<file path="src/rtl/cpu_ctrl_seq_pkg.sv">
// Shared encodings for the Salamander control sequencer:
// FSM states, opcodes and small opcode helpers.
package cpu_pkg;

  localparam logic [2:0] OPC_ADD   = 3'd0;
  localparam logic [2:0] OPC_SUB   = 3'd1;
  localparam logic [2:0] OPC_AND   = 3'd2;
  localparam logic [2:0] OPC_OR    = 3'd3;
  localparam logic [2:0] OPC_LOAD  = 3'd4;
  localparam logic [2:0] OPC_STORE = 3'd5;
  localparam logic [2:0] OPC_JZ    = 3'd6;
  localparam logic [2:0] OPC_HALT  = 3'd7;

  typedef enum logic [2:0] {
    ST_IDLE   = 3'd0,
    ST_FETCH  = 3'd1,
    ST_DECODE = 3'd2,
    ST_EXEC   = 3'd3,
    ST_WB     = 3'd4
  } state_t;

  typedef enum logic [2:0] {
    OP_ADD   = OPC_ADD,
    OP_SUB   = OPC_SUB,
    OP_AND   = OPC_AND,
    OP_OR    = OPC_OR,
    OP_LOAD  = OPC_LOAD,
    OP_STORE = OPC_STORE,
    OP_JZ    = OPC_JZ,
    OP_HALT  = OPC_HALT
  } opcode_t;

endpackage

</file>
<file path="src/rtl/cpu_ctrl_seq_if.sv">
// Program-memory fetch handshake: request/address out,
// acknowledge/data back in the same cycle.
interface cpu_ctrl_seq_if #(
  parameter int PC_SIZE    = 5,
  parameter int INSTR_SIZE = 8
);
  logic                  imem_req_o;
  logic [PC_SIZE-1:0]    imem_addr_o;
  logic                  imem_ack_i;
  logic [INSTR_SIZE-1:0] imem_data_i;

  modport master (
    output imem_req_o,
    output imem_addr_o,
    input  imem_ack_i,
    input  imem_data_i
  );

  modport slave (
    input  imem_req_o,
    input  imem_addr_o,
    output imem_ack_i,
    output imem_data_i
  );
endinterface

</file>
<file path="src/rtl/cpu_ctrl_seq_pc_unit.sv">
// Program counter: clear beats load beats increment.
// at_max flags the last addressable instruction.
module pc_unit #(
  parameter int SIZE = 5
) (
  input  logic            clk,
  input  logic            rstn,
  input  logic            inc,
  input  logic            load,
  input  logic            clr,
  input  logic [SIZE-1:0] load_val,
  output logic [SIZE-1:0] cnt_val,
  output logic            at_max
);

  always_ff @(posedge clk or negedge rstn) begin
    if (!rstn) begin
      cnt_val <= '0;
    end else if (clr) begin
      cnt_val <= '0;
    end else if (load) begin
      cnt_val <= load_val;
    end else if (inc) begin
      cnt_val <= cnt_val + 1'b1;
    end
  end

  assign at_max = &cnt_val;

endmodule

</file>
<file path="src/rtl/cpu_ctrl_seq.sv">
// Five-state fetch/decode/exec/write-back sequencer; sole
// source of PC, ALU, accumulator and register-file enables.
module cpu_ctrl_seq
  import cpu_pkg::*;
#(
  parameter int PC_SIZE      = 5,
  parameter int INSTR_SIZE   = 8,
  parameter int OPC_SIZE     = 3,
  parameter int RF_ADDR_SIZE = 2
) (
  input  logic                    clk,
  input  logic                    rstn,
  input  logic                    run_i,
  cpu_ctrl_seq_if.master          mem,
  input  logic                    acc_zero_i,
  output logic [OPC_SIZE-1:0]     alu_op_o,
  output logic                    alu_ce_o,
  output logic                    acc_we_o,
  output logic [RF_ADDR_SIZE-1:0] rf_addr_o,
  output logic                    rf_we_o,
  output logic [PC_SIZE-1:0]      pc_o,
  output logic [2:0]              state_o,
  output logic                    halted_o
);

  state_t                  state_q;
  state_t                  state_n;
  logic [INSTR_SIZE-1:0]   ir_q;
  logic                    last_q;
  logic [OPC_SIZE-1:0]     alu_op_q;
  logic [RF_ADDR_SIZE-1:0] rf_addr_q;

  logic                    pc_inc;
  logic                    pc_load;
  logic                    pc_clr;
  logic                    pc_max;
  logic [PC_SIZE-1:0]      pc;
  logic                    fetch_done;
  logic                    decode;

  logic                    acc_op;
  logic                    is_store;
  logic                    is_jz;
  logic                    is_halt;
  logic                    jz_taken;

  pc_unit #(
    .SIZE (PC_SIZE)
  ) u_pc (
    .clk      (clk),
    .rstn     (rstn),
    .inc      (pc_inc),
    .load     (pc_load),
    .clr      (pc_clr),
    .load_val (ir_q[PC_SIZE-1:0]),
    .cnt_val  (pc),
    .at_max   (pc_max)
  );

  // Execution decodes from the latched opcode, never from IR
  assign acc_op   = alu_op_q <= OPC_SIZE'(OPC_LOAD);
  assign is_store = alu_op_q == OPC_SIZE'(OPC_STORE);
  assign is_jz    = alu_op_q == OPC_SIZE'(OPC_JZ);
  assign is_halt  = alu_op_q == OPC_SIZE'(OPC_HALT);
  assign jz_taken = is_jz && acc_zero_i;

  always_ff @(posedge clk or negedge rstn) begin
    if (!rstn) begin
      state_q   <= ST_IDLE;
      ir_q      <= '0;
      last_q    <= 1'b0;
      alu_op_q  <= '0;
      rf_addr_q <= '0;
    end else begin
      state_q <= state_n;
      if (fetch_done) begin
        ir_q   <= mem.imem_data_i;
        last_q <= pc_max;
      end
      if (decode) begin
        alu_op_q  <= ir_q[INSTR_SIZE-1 -: OPC_SIZE];
        rf_addr_q <= ir_q[RF_ADDR_SIZE-1:0];
      end
    end
  end

  always_comb begin
    state_n    = state_q;
    pc_inc     = 1'b0;
    pc_load    = 1'b0;
    pc_clr     = 1'b0;
    fetch_done = 1'b0;
    decode     = 1'b0;
    unique case (state_q)
      ST_IDLE: begin
        if (run_i) state_n = ST_FETCH;
      end
      ST_FETCH: begin
        if (mem.imem_ack_i) begin
          fetch_done = 1'b1;
          pc_inc     = 1'b1;
          state_n    = ST_DECODE;
        end
      end
      ST_DECODE: begin
        decode  = 1'b1;
        state_n = ST_EXEC;
      end
      ST_EXEC: begin
        unique case (1'b1)
          acc_op, is_store: state_n = ST_WB;
          is_halt:          state_n = ST_IDLE;
          jz_taken: begin
            pc_load = 1'b1;
            state_n = ST_FETCH;
          end
          default: begin
            // untaken JZ ends here; last slot stops, no wrap
            pc_clr  = last_q;
            state_n = last_q ? ST_IDLE : ST_FETCH;
          end
        endcase
      end
      ST_WB: begin
        pc_clr  = last_q;
        state_n = last_q ? ST_IDLE : ST_FETCH;
      end
      default: state_n = ST_IDLE;
    endcase
  end

  assign mem.imem_req_o  = state_q == ST_FETCH;
  assign mem.imem_addr_o = pc;

  assign alu_op_o  = alu_op_q;
  assign rf_addr_o = rf_addr_q;
  assign alu_ce_o  = (state_q == ST_EXEC) && acc_op;
  assign acc_we_o  = (state_q == ST_WB) && acc_op;
  assign rf_we_o   = (state_q == ST_WB) && is_store;
  assign pc_o      = pc;
  assign state_o   = state_q;
  assign halted_o  = state_q == ST_IDLE;

endmodule

</file>
<file path="src/flat_wrapper.sv">
// flat-port wrapper written by rule: the top's interface ports become plain ports
module cpu_ctrl_seq_flat import cpu_pkg::*;
#(
  parameter int PC_SIZE      = 5,
  parameter int INSTR_SIZE   = 8,
  parameter int OPC_SIZE     = 3,
  parameter int RF_ADDR_SIZE = 2
)
  (clk, rstn, run_i, acc_zero_i, alu_op_o, alu_ce_o, acc_we_o, rf_addr_o, rf_we_o, pc_o, state_o, halted_o, mem_imem_req_o, mem_imem_addr_o, mem_imem_ack_i, mem_imem_data_i);
  cpu_ctrl_seq_if #(.PC_SIZE(PC_SIZE), .INSTR_SIZE(INSTR_SIZE)) mem_i ();
  input  logic clk;
  input  logic rstn;
  input  logic run_i;
  input  logic acc_zero_i;
  output logic [OPC_SIZE-1:0] alu_op_o;
  output logic alu_ce_o;
  output logic acc_we_o;
  output logic [RF_ADDR_SIZE-1:0] rf_addr_o;
  output logic rf_we_o;
  output logic [PC_SIZE-1:0] pc_o;
  output logic [2:0] state_o;
  output logic halted_o;
  output wire logic [$bits(mem_i.imem_req_o)-1:0] mem_imem_req_o;
  output wire logic [$bits(mem_i.imem_addr_o)-1:0] mem_imem_addr_o;
  input wire logic [$bits(mem_i.imem_ack_i)-1:0] mem_imem_ack_i;
  input wire logic [$bits(mem_i.imem_data_i)-1:0] mem_imem_data_i;
  assign mem_imem_req_o = mem_i.imem_req_o;
  assign mem_imem_addr_o = mem_i.imem_addr_o;
  assign mem_i.imem_ack_i = mem_imem_ack_i;
  assign mem_i.imem_data_i = mem_imem_data_i;
  cpu_ctrl_seq #(.PC_SIZE(PC_SIZE), .INSTR_SIZE(INSTR_SIZE), .OPC_SIZE(OPC_SIZE), .RF_ADDR_SIZE(RF_ADDR_SIZE)) u_core (.clk(clk), .rstn(rstn), .run_i(run_i), .mem(mem_i), .acc_zero_i(acc_zero_i), .alu_op_o(alu_op_o), .alu_ce_o(alu_ce_o), .acc_we_o(acc_we_o), .rf_addr_o(rf_addr_o), .rf_we_o(rf_we_o), .pc_o(pc_o), .state_o(state_o), .halted_o(halted_o));
endmodule
</file>
<file path="config.mk">
export PLATFORM = sky130hd
export DESIGN_NAME = cpu_ctrl_seq_flat
export DESIGN_NICKNAME = d
export VERILOG_FILES = /design/src/rtl/cpu_ctrl_seq_pkg.sv /design/src/rtl/cpu_ctrl_seq_if.sv /design/src/rtl/cpu_ctrl_seq_pc_unit.sv /design/src/rtl/cpu_ctrl_seq.sv /design/src/flat_wrapper.sv
export SDC_FILE = /design/constraint.sdc
export NUM_CORES = 1
export LEC_CHECK = 0
export ABC_AREA = 1
export BUFFER_PORTS_ARGS = -buffer_cell sky130_fd_sc_hd__clkbuf_2
export CORE_MARGIN = 2
export CORE_UTILIZATION = 42
export CTS_BUF_LIST = sky130_fd_sc_hd__clkbuf_8
export DETAILED_ROUTE_END_ITERATION = 8
export GPL_ROUTABILITY_DRIVEN = 1
export PLACE_DENSITY = 0.67
export SLEW_MARGIN = 0
export SYNTH_ARGS = -nofsm -noshare
export SYNTH_HDL_FRONTEND = slang
export SYNTH_SLANG_ARGS = --single-unit
</file>
<file path="constraint.sdc">
create_clock -name clk -period 1.82 [get_ports clk]
set_input_delay 0.455 -clock clk [delete_from_list [all_inputs] [get_ports clk]]
set_output_delay 0.455 -clock clk [all_outputs]
set_load 0.05 [all_outputs]
</file>
-- Word-level counts from Yosys, hierarchy flattened
Cells that the tools add are included.
- word-level logic and storage cells: 42
- output and inout bits: 23
- input bits: 13
- bits in registers: 22
- muxes and demuxes: 15
- magnitude comparators: 1
- equal/unequal tests: 9
- add/sub/neg operators: 1
- reductions and logical operators: 10
- operators by type and width (kind ; count):
    $mux W5 ; 3
    $pmux W3 S5 ; 1
    $eq A3 B3 Y1 const B ; 4
    $pmux W3 S3 ; 1
    $mux W1 ; 7
    $eq A3 B2 Y1 const B ; 2
    $mux W3 ; 2
    $add A5 B1 Y5 const B ; 1
    $reduce_and A5 Y1 ; 1
    $logic_and A1 B1 Y1 ; 4
    $reduce_or A4 Y1 ; 1
    $eq A3 B1 Y1 const B ; 1
    $le A3 B3 Y1 const B ; 1
    $logic_not A3 Y1 ; 1
    $reduce_bool A3 Y1 ; 1
    $ne A2 B1 Y1 const B ; 1
    $ne A2 B2 Y1 const B ; 1
    $pmux W1 S2 ; 1
    $reduce_and A2 Y1 ; 1
    $reduce_or A2 Y1 ; 1

-- Logic depth before layout (Yosys ltp)
- depth after elaboration: 6
- mapped depth: 8
- gate-level depth less buffers: 8

-- By module
From an unflattened synthesis, not the netlist that was laid out.
- cell total of the unflattened synthesis: 136
- area total of the unflattened synthesis: 1129.8 um2
- by module, submodules not included (module ; area each (um2) ; instances ; cells an instance ; seq. area each (um2)):
    cpu_ctrl_seq ; 818.3 ; 1 ; 96 ; 425.4
    pc_unit ; 311.5 ; 1 ; 40 ; 125.1

-- Least setup slack after synthesis
OpenSTA, ideal clock, no wires.
- kind: register to output
- from: reg u_core.state_q[2], in the netlist u_core.state_o[2]
- to: out rf_we_o
- arrival time: 2.206 ns
- path buffers: 0
- data required time: 1.365 ns
- path slack: -0.841 ns
- cell stages (with the launch flop): 5
- path through: dfrtp_1 > inv_1 > nor3_1 > inv_1 > nor3_1
- cells in the longest elaborated chain, start to end: 2
- RTL lines (element ; RTL line ; RTL):
    start, declared ; cpu_ctrl_seq.sv:26 ; state_t state_q;
    start signal, assigned ; cpu_ctrl_seq.sv:75 ; state_q <= state_n;
    $eq A3 B3 Y1 ; cpu_ctrl_seq.sv:139 ; assign rf_we_o = (state_q == ST_WB) && is_store;
    $logic_and A1 B1 Y1 ; cpu_ctrl_seq.sv:139 ;
    end, declared ; flat_wrapper.sv:19 ; output logic rf_we_o;
Every way passes these cells.

-- Worst setup path after layout
- from: reg u_core.state_q[1], in the netlist u_core.state_o[1]
- to: out mem_imem_req_o
- cells in the longest elaborated chain, start to end: 1
- RTL lines (element ; RTL line ; RTL):
    $eq A3 B1 Y1 ; cpu_ctrl_seq.sv:132 ; assign mem.imem_req_o = state_q == ST_FETCH;
    end, declared ; flat_wrapper.sv:23 ; output wire logic [$bits(mem_i.imem_req_o)-1:0] mem_imem_req_o;
Every way passes these cells.

==> impl_metrics.tcl <==
set metrics [dict create \
    start_util 0.438 \
    rsz0062_at_grt "yes" \
    layout.nets 200 \
    async_reset_ff_frac 1.00 \
    path_class "reg2out" \
    grt_overflow 0 \
    slowest_stage "dfrtp_2" \
    cts_tree "yes" \
    leakagePower_uw 0.000825 \
    clock_sinks 22 \
    crit_fanout 6 \
    worstMarginPinSlew_ns 0.539 \
    crit_path_max_incr_delay_ns 0.43 \
    grt_pass1_wl_mm 4.34 \
    coreArea_um2 2710 \
    period_minus_slack_ns 1.76 \
    drive_gt1_frac 0.353 \
    r2r_cells 8 \
    hold_viol 0 \
    avgRoutedWirePerCell_um 11.3 \
    hold_class "in2async" \
    synth_fp_nets 162 \
    vias_per_cell 4.83 \
    p_per_area_nw_per_um2 2060 \
    synth_most_common_cell "nand2_1" \
    worstReg2RegEnd "u_core.u_pc.cnt_val[0]" \
    ff2ff_setup_slack_ns 0.35 \
    netlist_top_cells_count "nand2_1, dfrtp_1, inv_1, nand3_1, nor2_1" \
    cts_buffer_depth 2 \
    avgSynthCellArea_um2 8.08 \
    final_area_um2 1510 \
    postSynthCellCount 147 \
    multi_input_area_um2 554 \
    vias 1039 \
    fin_setup_tns_ns 0 \
    antenna_cells 0 \
    wirelength_mm 2.43 \
    drt-pass1-iter-count 4 \
    status "completed" \
    cts_root_buf "clkbuf_8" \
    synth.top_cell.area_share 0.464 \
    worst-endpoint-required_ns 1.36 \
    die_h_um 57.2 \
    final_cells 215 \
    holdWs_ns 0.160 \
    crit_path_start_kind "register" \
    cts.clk_slew.worst_paths_ns 0.08 \
    rows 19 \
    path_cells "buf_6 -> nor3_4 -> buf_2" \
    r2r-start "u_core.state_o[1]" \
    synth_cell_type_count 22 \
    yosysWarnings 0 \
    crit_end "mem_imem_req_o" \
    grt_max_degree 23 \
    dp.cells 210 \
    grt_pass1_vias 982 \
    globalplace.congestion 0.820 \
    relSlewSlack 0.638 \
    antenna_found_initial 0 \
    max_freq_mhz 567 \
    cap_viol_max_count 0 \
    ys_seq_area_frac 0.464 \
    die-width_um 57.2 \
    grt_use_total 0.167 \
    dieArea_um2 3270 \
    fillers 267 \
    skew_ns 0.00493 \
    ys_ff_latch 22 \
    clk-insertion-delay-late_ns 0.26 \
    seqCellArea_um2 556 \
    synth_top_area_cell "dfrtp_1" \
    cts_inserted_buffers 3 \
    portBuffers 35 \
    irDropWorstVdd_v 0.00124 \
    io_pins 36 \
    drt_iter0_markers 12 \
    fin_crit_sh 0.970 \
    timing.final.max_slew_violations 0 \
    drc 0 \
    setup.worst_path.start "u_core.state_o[1]" \
    drtAntennaViolNets 0 \
    cts_htree_levels 1 \
    crit_arrival_ns 1.31 \
    hpwlAfterDp_mm 1.88 \
    synth_edf_count 0 \
    postPlaceCellArea_um2 1400 \
    ys_dominant_reg_cell "dfrtp_1" \
    setup_viol 0 \
    end_kind "output port" \
    area_delta_synth_final_pct 27.4 \
    synth_area_leaders "dfrtp_1, nand2_1, nand3_1" \
    power_uw 3120 \
    synth_area_um2 1190 \
]
==> through the flow <==
stage                util  worst slack, ns
detailed placement  0.518            0.104
CTS                 0.552         0.000999
finish              0.558           0.0550
global route        0.558          -0.0176
global placement    0.518            0.163
floorplan               -          -0.0483
==> kinds of logic after synthesis <==
group,after synthesis,synth area share
AOI/OAI and AO/OA,16,0.0674
and+or+nand+nor,82,0.341
buffers and inverters,24,0.0990
xor gates and xnor gates,1,0.00738
adders and majority gates,2,0.0211
DFF,22,0.464
==> cells in the final DEF (no fill, tap or decap), drive strengths merged <==
| master | Yosys | layout |
|---|---|---|
| a21oi | 8 | 8 |
| buf | 7 | 9 |
| clkbuf | 0 | 35 |
| dfrtp | 22 | 22 |
| ha | 2 | 2 |
| inv | 17 | 17 |
| nand2 | 44 | 44 |
| nand3 | 16 | 16 |
| nand3b | 1 | 1 |
| nand4 | 2 | 2 |
| nor2 | 15 | 15 |
| nor3 | 4 | 4 |
| o21ai | 8 | 8 |
| xor2 | 1 | 1 |
==> what timing repair did <==
item / in CTS / in global routing
endpoints found under the setup margin: 3 / 5
resized for setup: 8 / 10
hold buffers: 0 / 0
buffers inserted: 1 / 0
pin swaps: 0 / 1
==> layout make-up <==
class	count	share of cell area
Clock buffer	4	0.0364
Multi-Input combinational cell	101	0.366
Timing Repair Buffer	40	0.162
Tap cell	31	0.0256
Sequential cell	22	0.367
Inverter	17	0.0422
==> worst min-delay path by stage <==
stage               slack (ns)      startpoint                      to  depth (start not counted)
floorplan                 0.16            rstn      u_core.alu_op_o[0]                          0
global placement          0.46  u_core.ir_q[4]          u_core.ir_q[4]                          2
detailed placement        0.46  u_core.ir_q[4]          u_core.ir_q[4]                          2
CTS                       0.18            rstn  u_core.u_pc.cnt_val[4]                          1
global route              0.20            rstn     u_core.rf_addr_o[1]                          1
finish                    0.16            rstn          u_core.ir_q[7]                          1
==> routing by layer <==
layer | wire [um] | global-route usage | share of wire | up-vias
met5 | 0 | 0 | 0 | -
met4 | 7 | 0.0299 | 0.0029 | 0
met3 | 112 | 0.0340 | 0.046 | 2
met2 | 1220 | 0.289 | 0.50 | 23
met1 | 1090 | 0.221 | 0.45 | 473
li1 | - | - | - | 541
==> critical path, delay by kind of cell, from the launching register on <==
family,cells,cell delay [ns]
buffers and inverters,2,0.43
DFF,1,0.43
and+or+nand+nor,1,0.19
==> report_power, final <==
part | leakage (uW) | switching [uW] | internal, uW | total (uW)
Combinational | 0.000533 | 1350 | 497 | 1840
Clock | 0.0000288 | 157 | 193 | 350
Sequential | 0.000262 | 207 | 719 | 927
Total | 0.000825 | 1710 | 1410 | 3120
==> sequential cells by signal (all words and copies together) (netlist names) <==
register	flops
u_core.alu_op_o	3
u_core.rf_addr_o	2
u_core.last_q	1
u_core.state_o	3
u_core.u_pc.cnt_val	5
u_core.ir_q	8
No activity file was read; power rests on OpenSTA's default activity.
